<file path="config.mk">
export PLATFORM = sky130hd
export DESIGN_NAME = ahb_uart_tx
export DESIGN_NICKNAME = d
export VERILOG_FILES = /design/src/rtl/ahb_uart_tx.sv
export SDC_FILE = /design/constraint.sdc
export NUM_CORES = 1
export LEC_CHECK = 0
export CAP_MARGIN = 20
export CELL_PAD_IN_SITES_DETAIL_PLACEMENT = 0
export CELL_PAD_IN_SITES_GLOBAL_PLACEMENT = 2
export CORE_UTILIZATION = 43
export CTS_BUF_LIST = sky130_fd_sc_hd__clkbuf_8
export DETAILED_ROUTE_END_ITERATION = 8
export HOLD_SLACK_MARGIN = 0.1
export PLACE_DENSITY = 0.91
export SETUP_SLACK_MARGIN = 0.3
export SLEW_MARGIN = 20
export SYNTH_ARGS = -nofsm -noshare
export SYNTH_HDL_FRONTEND = slang
export SYNTH_SLANG_ARGS = --single-unit
</file>
<file path="constraint.sdc">
create_clock -name clk -period 9.43 [get_ports clk]
set_clock_uncertainty 0.1 [all_clocks]
set_input_delay 1.886 -clock clk [delete_from_list [all_inputs] [get_ports clk]]
set_output_delay 1.886 -clock clk [all_outputs]
set_load 0.02 [all_outputs]
</file>
<file path="src/rtl/ahb_uart_tx.sv">
// ahb_uart_tx: AHB-Lite slave with a FIFO-buffered 8N1 serial transmitter.
// Bus writes queue bytes into a circular FIFO; a baud-rate serializer drains
// them onto uart_tx. Zero wait states, always OKAY. A level interrupt reports
// that the transmitter has fully drained.
module ahb_uart_tx #(
    parameter int CLK_DIV    = 868,
    parameter int FIFO_DEPTH = 16
) (
    input  logic        clk,
    input  logic        rst,
    input  logic        HSEL,
    input  logic [31:0] HADDR,
    input  logic [1:0]  HTRANS,
    input  logic [2:0]  HSIZE,
    input  logic [3:0]  HPROT,
    input  logic        HWRITE,
    input  logic [31:0] HWDATA,
    input  logic        HREADY,
    output logic        HREADYOUT,
    output logic        HRESP,
    output logic [31:0] HRDATA,
    output logic        uart_tx,
    output logic        tx_irq
);

    localparam int AW = $clog2(FIFO_DEPTH);
    localparam int CW = AW + 1;
    localparam logic [15:0]   DIV_M1  = 16'(CLK_DIV - 1);
    localparam logic [CW-1:0] FULL_CT = CW'(FIFO_DEPTH);

    localparam logic [1:0] A_DATA   = 2'd0;
    localparam logic [1:0] A_STATUS = 2'd1;
    localparam logic [1:0] A_CTRL   = 2'd2;

    typedef enum logic [1:0] {
        S_IDLE,
        S_START,
        S_DATA,
        S_STOP
    } state_t;

    // Bus pipeline (address phase captured, consumed in data phase)
    logic        r_valid;
    logic        r_write;
    logic [1:0]  r_addr;

    // Control / status
    logic        r_en;
    logic        r_ie;
    logic        r_ovf;

    // FIFO
    logic [7:0]    r_mem [FIFO_DEPTH];
    logic [AW-1:0] r_wptr;
    logic [AW-1:0] r_rptr;
    logic [CW-1:0] r_count;

    // Serializer
    state_t      r_state;
    logic [15:0] r_baud;
    logic [2:0]  r_bit;
    logic [7:0]  r_shift;
    logic        r_tx;

    logic        w_aphase;
    logic        w_wr_data;
    logic        w_wr_status;
    logic        w_wr_ctrl;
    logic        w_full;
    logic        w_empty;
    logic        w_push;
    logic        w_pop;
    logic        w_busy;
    logic [8:0]  w_count9;
    logic        w_unused_bits;

    assign w_aphase    = HSEL & HTRANS[1] & HREADY;
    assign w_wr_data   = r_valid & r_write & (r_addr == A_DATA);
    assign w_wr_status = r_valid & r_write & (r_addr == A_STATUS);
    assign w_wr_ctrl   = r_valid & r_write & (r_addr == A_CTRL);

    // Full is judged on the current count, so a same-cycle pop never rescues
    // a write that arrives while the FIFO is full.
    assign w_full   = (r_count == FULL_CT);
    assign w_empty  = (r_count == '0);
    assign w_push   = w_wr_data & ~w_full;
    assign w_pop    = (r_state == S_IDLE) & r_en & ~w_empty;
    assign w_busy   = (r_state != S_IDLE);
    assign w_count9 = 9'(r_count);

    assign HREADYOUT = 1'b1;
    assign HRESP     = 1'b0;
    assign uart_tx   = r_tx;
    assign tx_irq    = r_ie & w_empty & (r_state == S_IDLE);

    // Inputs that carry no meaning for this slave
    assign w_unused_bits = ^{HSIZE, HPROT, HADDR[31:4], HADDR[1:0], HWDATA[31:8]};

    // Capture address-phase information for the following data phase
    always_ff @(posedge clk) begin
        if (rst) begin
            r_valid <= 1'b0;
            r_write <= 1'b0;
            r_addr  <= 2'd0;
        end else begin
            r_valid <= w_aphase;
            if (w_aphase) begin
                r_write <= HWRITE;
                r_addr  <= HADDR[3:2];
            end
        end
    end

    // CTRL register: transmit enable and interrupt enable
    always_ff @(posedge clk) begin
        if (rst) begin
            r_en <= 1'b1;
            r_ie <= 1'b0;
        end else if (w_wr_ctrl) begin
            r_en <= HWDATA[0];
            r_ie <= HWDATA[1];
        end
    end

    // FIFO storage; no reset so it maps onto RAM
    always_ff @(posedge clk) begin
        if (w_push) begin
            r_mem[r_wptr] <= HWDATA[7:0];
        end
    end

    // FIFO pointers, occupancy and sticky overflow flag
    always_ff @(posedge clk) begin
        if (rst) begin
            r_wptr  <= '0;
            r_rptr  <= '0;
            r_count <= '0;
            r_ovf   <= 1'b0;
        end else begin
            if (w_push) begin
                r_wptr <= r_wptr + 1'b1;
            end
            if (w_pop) begin
                r_rptr <= r_rptr + 1'b1;
            end
            case ({w_push, w_pop})
                2'b10:   r_count <= r_count + 1'b1;
                2'b01:   r_count <= r_count - 1'b1;
                default: r_count <= r_count;
            endcase
            if (w_wr_data & w_full) begin
                r_ovf <= 1'b1;
            end else if (w_wr_status & HWDATA[3]) begin
                r_ovf <= 1'b0;
            end
        end
    end

    // Serializer: start bit, 8 data bits LSB first, stop bit; output registered
    always_ff @(posedge clk) begin
        if (rst) begin
            r_state <= S_IDLE;
            r_baud  <= '0;
            r_bit   <= '0;
            r_shift <= '0;
            r_tx    <= 1'b1;
        end else begin
            case (r_state)
                S_IDLE: begin
                    r_tx <= 1'b1;
                    if (w_pop) begin
                        r_shift <= r_mem[r_rptr];
                        r_baud  <= DIV_M1;
                        r_bit   <= '0;
                        r_tx    <= 1'b0;
                        r_state <= S_START;
                    end
                end
                S_START: begin
                    if (r_baud == '0) begin
                        r_baud  <= DIV_M1;
                        r_tx    <= r_shift[0];
                        r_state <= S_DATA;
                    end else begin
                        r_baud <= r_baud - 1'b1;
                    end
                end
                S_DATA: begin
                    if (r_baud == '0) begin
                        r_baud <= DIV_M1;
                        if (r_bit == 3'd7) begin
                            r_tx    <= 1'b1;
                            r_state <= S_STOP;
                        end else begin
                            r_bit   <= r_bit + 1'b1;
                            r_shift <= {1'b0, r_shift[7:1]};
                            r_tx    <= r_shift[1];
                        end
                    end else begin
                        r_baud <= r_baud - 1'b1;
                    end
                end
                S_STOP: begin
                    if (r_baud == '0) begin
                        r_state <= S_IDLE;
                    end else begin
                        r_baud <= r_baud - 1'b1;
                    end
                end
                default: begin
                    r_state <= S_IDLE;
                    r_tx    <= 1'b1;
                end
            endcase
        end
    end

    // Read data for the current data phase, decoded from the captured address
    always_comb begin
        HRDATA = 32'd0;
        if (r_valid & ~r_write) begin
            case (r_addr)
                A_STATUS: HRDATA = {15'd0, w_count9, 4'd0, r_ovf, w_busy, w_empty, w_full};
                A_CTRL:   HRDATA = {30'd0, r_ie, r_en};
                default:  HRDATA = 32'd0;
            endcase
        end
    end

endmodule

</file>
# Yosys cells after proc, flatten, opt, wreduce, memory -nomap -nowiden
# Memory sizes are Yosys's and may differ from the RTL's. A register that Yosys moved wholly into a read port is not among the register bits.
# Cells that the tools add are included.
# totals
in_bits,78
ff_bits,50
mem_count,1
ramBits,128
elab_cells,100
output_inout_bits,36
# op_classes
reduce_logical,14
eq_ne,16
n_mux,32
n_addsub,6
n_bitwise,17
# memory_table
name,words,word_bits,read_ports,rd_clocked_by_memory_dff,write_ports,line_no,rtl
r_mem,16,8,1,1,1,53,logic [7:0] r_mem [FIFO_DEPTH];
# op_table
operator,n
16-bit two-way mux,3
16-bit case mux with 3 select lines,1
13-bit case mux with 2 select lines,1
8-bit two-way mux,3
16-bit logical NOT,1
8-bit case mux with 2 select lines,1
16-bit by 1-bit subtractor with 16-bit output (second input constant),1
1-bit AND,14
2-bit != test (second input constant),7
13-bit two-way mux,1
2-bit two-way mux,5
5-bit case mux with 2 select lines,1
3-bit two-way mux,3
4-bit by 1-bit adder with 4-bit output (second input constant),2
2-bit == test (second input constant),4
1-bit two-way mux,8
4-bit two-way mux,2
2-bit case mux with 4 select lines,1
2-bit nonzero test,4
2-bit by 1-bit == test with 1-bit output (second input constant),3
3-bit case mux with 2 select lines,1
5-bit by 1-bit adder with 5-bit output (second input constant),1
5-bit == test (second input constant),1
5-bit logical NOT,1
12 further kinds,15

# Logic depth before layout (Yosys ltp)
# logic_depth
ltp_word,5
mapped_depth,13
mapped_depth_nobuf,13

# Worst setup path before layout
# No wires, ideal clock.
# synth_timing
path_type,register to output
start,register r_count[0]
end,output port HRDATA[1]
t_arrival_ns,1.363
stages_incl_launch_ff,5
t_required_ns,7.444
slack_ns,6.081
path_buffers,0
cell_sequence,dfxtp_1 > or4_1 > nor2_1 > a22oi_1 > nor2_1
# synth_between
elab_chain_len,3
# synth_rtl
element,line_no,rtl
"start, declared",56,logic [CW-1:0] r_count;
"start signal, assigned",147,2'b10: r_count <= r_count + 1'b1;
"start signal, assigned",148,2'b01: r_count <= r_count - 1'b1;
"start signal, assigned",149,default: r_count <= r_count;
5-bit logical NOT,85,assign w_empty = (r_count == '0);
13-bit case mux with 2 select lines,222,case (r_addr)
13-bit two-way mux,221,if (r_valid & ~r_write) begin
"end, declared",21,"output logic [31:0] HRDATA,"
# No other way between the ends.

# Final worst setup path
# Same ends and word-level chain as after synthesis.

==> results_dict.tcl <==
set metrics [dict create \
    antenna_found_initial 0 \
    power_density_mw_per_mm2 256.8 \
    die_y_um 139.1 \
    cp_slowest_cell "or4_1" \
    finalMaxSlewViolations 0 \
    relSlewSlack_pct 38.42 \
    clkTransAtPathRegs_ns 0.11 \
    initial_utilization_pct 44.36 \
    cp_common_cell "nor2_1" \
    grt_pass1_vias 4809 \
    num_io_pins 114 \
    cp_max_fo 6 \
    period_share_pct 46.32 \
    numClockSinks 182 \
    drive_above_1_share_pct 15.10 \
    ys_seq_elements 182 \
    max_freq_ghz 0.2289 \
    core_mm2 0.01821 \
    synth_area_mm2 0.008076 \
    detailedPlace.worstSlack_ns 5.564 \
    grt_start_max_net_pins 54 \
    worstPathCellList "or4_1 > nor2_1 > a22oi_1 > nor2_1 > clkdlybuf4s50_1" \
    ant_nets 0 \
    nets 702 \
    worst-path-buf-inv 1 \
    power.leakage_nw 2.955 \
    grt_usage_pct 16.89 \
    wl_per_cell_um 18.24 \
    hp-class "register to register" \
    worstMarginPinSlew_ns 0.9237 \
    dr.pass1.iters 7 \
    clk_path_buf_depth 2 \
    yosysTopAreaCell "edfxtp_1" \
    hpwl_um 10180 \
    violations "DRC" \
    synth_edf_count 128 \
    synth_warnings 0 \
    syn_avg_cell_area_um2 13.97 \
    root_buffer "clkbuf_8" \
    status "finished, violations left" \
    cpPeakStageDelay_ns 0.60 \
    layout_commonest_cell "edfxtp_1" \
    yosysSeqAreaShare_pct 60.98 \
    worstSetupPathType "register to output pin" \
    cpLargestDelayFamily "simple AND/OR/NAND/NOR gates" \
    viasPerCell 5.547 \
    post_cts_buffers 0 \
    setup_violations 0 \
    syn_inst 578 \
    async_flop_share_pct 0 \
    rsz0062_at_grt "false" \
    fin_tns_setup_ns 0 \
    die_area_mm2 0.01933 \
    final_hold_viol_count 0 \
    cts_tree "done" \
    cts_made_buffers 17 \
    area_growth_pct 10.18 \
    yosys.area.top_type_share_pct 47.59 \
    layout.cells.most_common_list "128 x edfxtp_1, 53 x dfxtp_1, 50 x nor2_1, 33 x mux4_2" \
    drt_first_iter_violations 261 \
    clk_latency_ns 0.46 \
    ctsResizeCount 0 \
    maxCapViolCount 0 \
    endpoint_kind "output pin" \
    cts.hold.buffers_added 0 \
    yosys-top-cells-area "edfxtp_1 48%, dfxtp_1 13%, mux4_2 9.2%, ha_1 3.1%, mux2i_1 2.9%" \
    worstPathRequired_ns 7.44 \
    die_x_um 139.1 \
    grt_overflow_total 0 \
    port_buffers 26 \
    startpoint_type "register" \
    grt_pass1_wl_um 25050 \
    row_count 49 \
    yosysUniqueCellTypes 64 \
    arrival_ns 2.38 \
    htree_levels 4 \
    ir_drop_mv 0.1242 \
    n_antenna_cell 0 \
    vias 4687 \
    routed_wl_um 15420 \
    drc 6 \
    ys.flop_type "edfxtp_1" \
    finalWorstSetupSlack_ns 5.062 \
    gp_congestion 0.7688 \
    fin_crit_ns 4.368 \
]
## report_power, final
part	internal (mW)	leakage (nW)	total, mW	switching, mW
Clock	0.208	0.213	0.537	0.329
Sequential	0.909	1.59	0.979	0.0697
Combinational	0.320	1.15	0.769	0.449
Total	1.44	2.96	2.29	0.848
## Yosys cell counts, types with 5 or more instances
cell	n
buf_2	7
nand2_1	15
or3_1	5
edfxtp_1	128
inv_1	23
a311oi_1	7
nand3_1	5
nor2_1	50
nor3_1	11
xor2_1	5
a211oi_1	11
and2_1	9
nand2b_1	7
or4_1	6
ha_1	20
a21oi_1	21
o21ai_0	11
mux4_2	33
a221o_1	6
buf_4	25
clkbuf_1	17
mux2i_1	23
dfxtp_1	54
nand4_1	7
## layer usage
layer / vias to the layer above / part of all wire, % / track usage [%]
met1: 2332 / 42 / 20.32
li1: 2224 / - / -
met3: 17 / 4.4 / 3.453
met2: 114 / 52 / 29.64
met4: 0 / 1.6 / 6.842
met5: - / 0 / 0
## path summary, 6_finish.rpt
| check | from | slack [ns] | to | cells after the start |
|---|---|---|---|---|
| setup / recovery | r_count[0] | 5.06 | HRDATA[1] | 5 |
| hold / removal | r_shift[2] | 0.38 | r_shift[1] | 2 |
| hold reg to reg | r_shift[2] | 0.38 | r_shift[1] | 2 |
| setup reg to reg | r_count[0] | 5.77 | r_count[4] | 10 |
## through the flow
step	instances	hold slack [ns]	utilization (%)	area, µm²	total power [mW]
after floorplan	601	0.3381	-	8163	1.601
after global placement	813	0.3534	46.51	8468	1.740
after detailed placement	813	0.3614	46.51	8468	1.770
after CTS	845	0.3768	48.86	8897	2.308
after global routing	845	0.3959	48.87	8899	2.430
final	845	0.3756	48.87	8899	2.285
## cell families (layout without fill, tap and decap cells)
| kind of cell | Yosys count | count (layout) | synth area share [%] |
|---|---|---|---|
| AO/OA/AOI/OAI | 93 | 93 | 8.350 |
| buffers and inverters | 73 | 88 | 4.663 |
| other | 2 | 25 | 0.09299 |
| multiplexers | 56 | 56 | 12.05 |
| adder cells (fa/ha/maj) | 21 | 21 | 3.346 |
| flip-flops | 182 | 182 | 60.98 |
| AND/OR/NAND/NOR | 143 | 143 | 9.651 |
| XOR/XNOR | 8 | 8 | 0.8676 |
## worst min-delay path, stage by stage, from the launching register on
cell	delay (ns)
dfxtp_1	0.32
inv_1	0.05
a311oi_1	0.06
## layout make-up
cell class / instances / area, µm²
Fill cell: 1574 / 9310
Sequential cell: 182 / 4926
Multi-Input combinational cell: 346 / 2863
Timing Repair Buffer: 33 / 307.8
Tap cell: 229 / 286.5
Clock buffer: 17 / 234.0
Clock inverter: 15 / 195.2
Inverter: 23 / 86.33
## sequential cells by signal (all words and copies together) (netlist names), named ones only
| register | cells |
|---|---|
| r_addr | 2 |
| r_baud | 16 |
| r_bit | 3 |
| r_count | 5 |
| r_en | 1 |
| r_ie | 1 |
| r_mem | 128 |
| r_ovf | 1 |
| r_rptr | 4 |
| r_shift | 8 |
| r_state | 2 |
| r_valid | 1 |
| r_wptr | 4 |
| r_write | 1 |
| uart_tx | 1 |
Power figures use the tool's default switching activity.
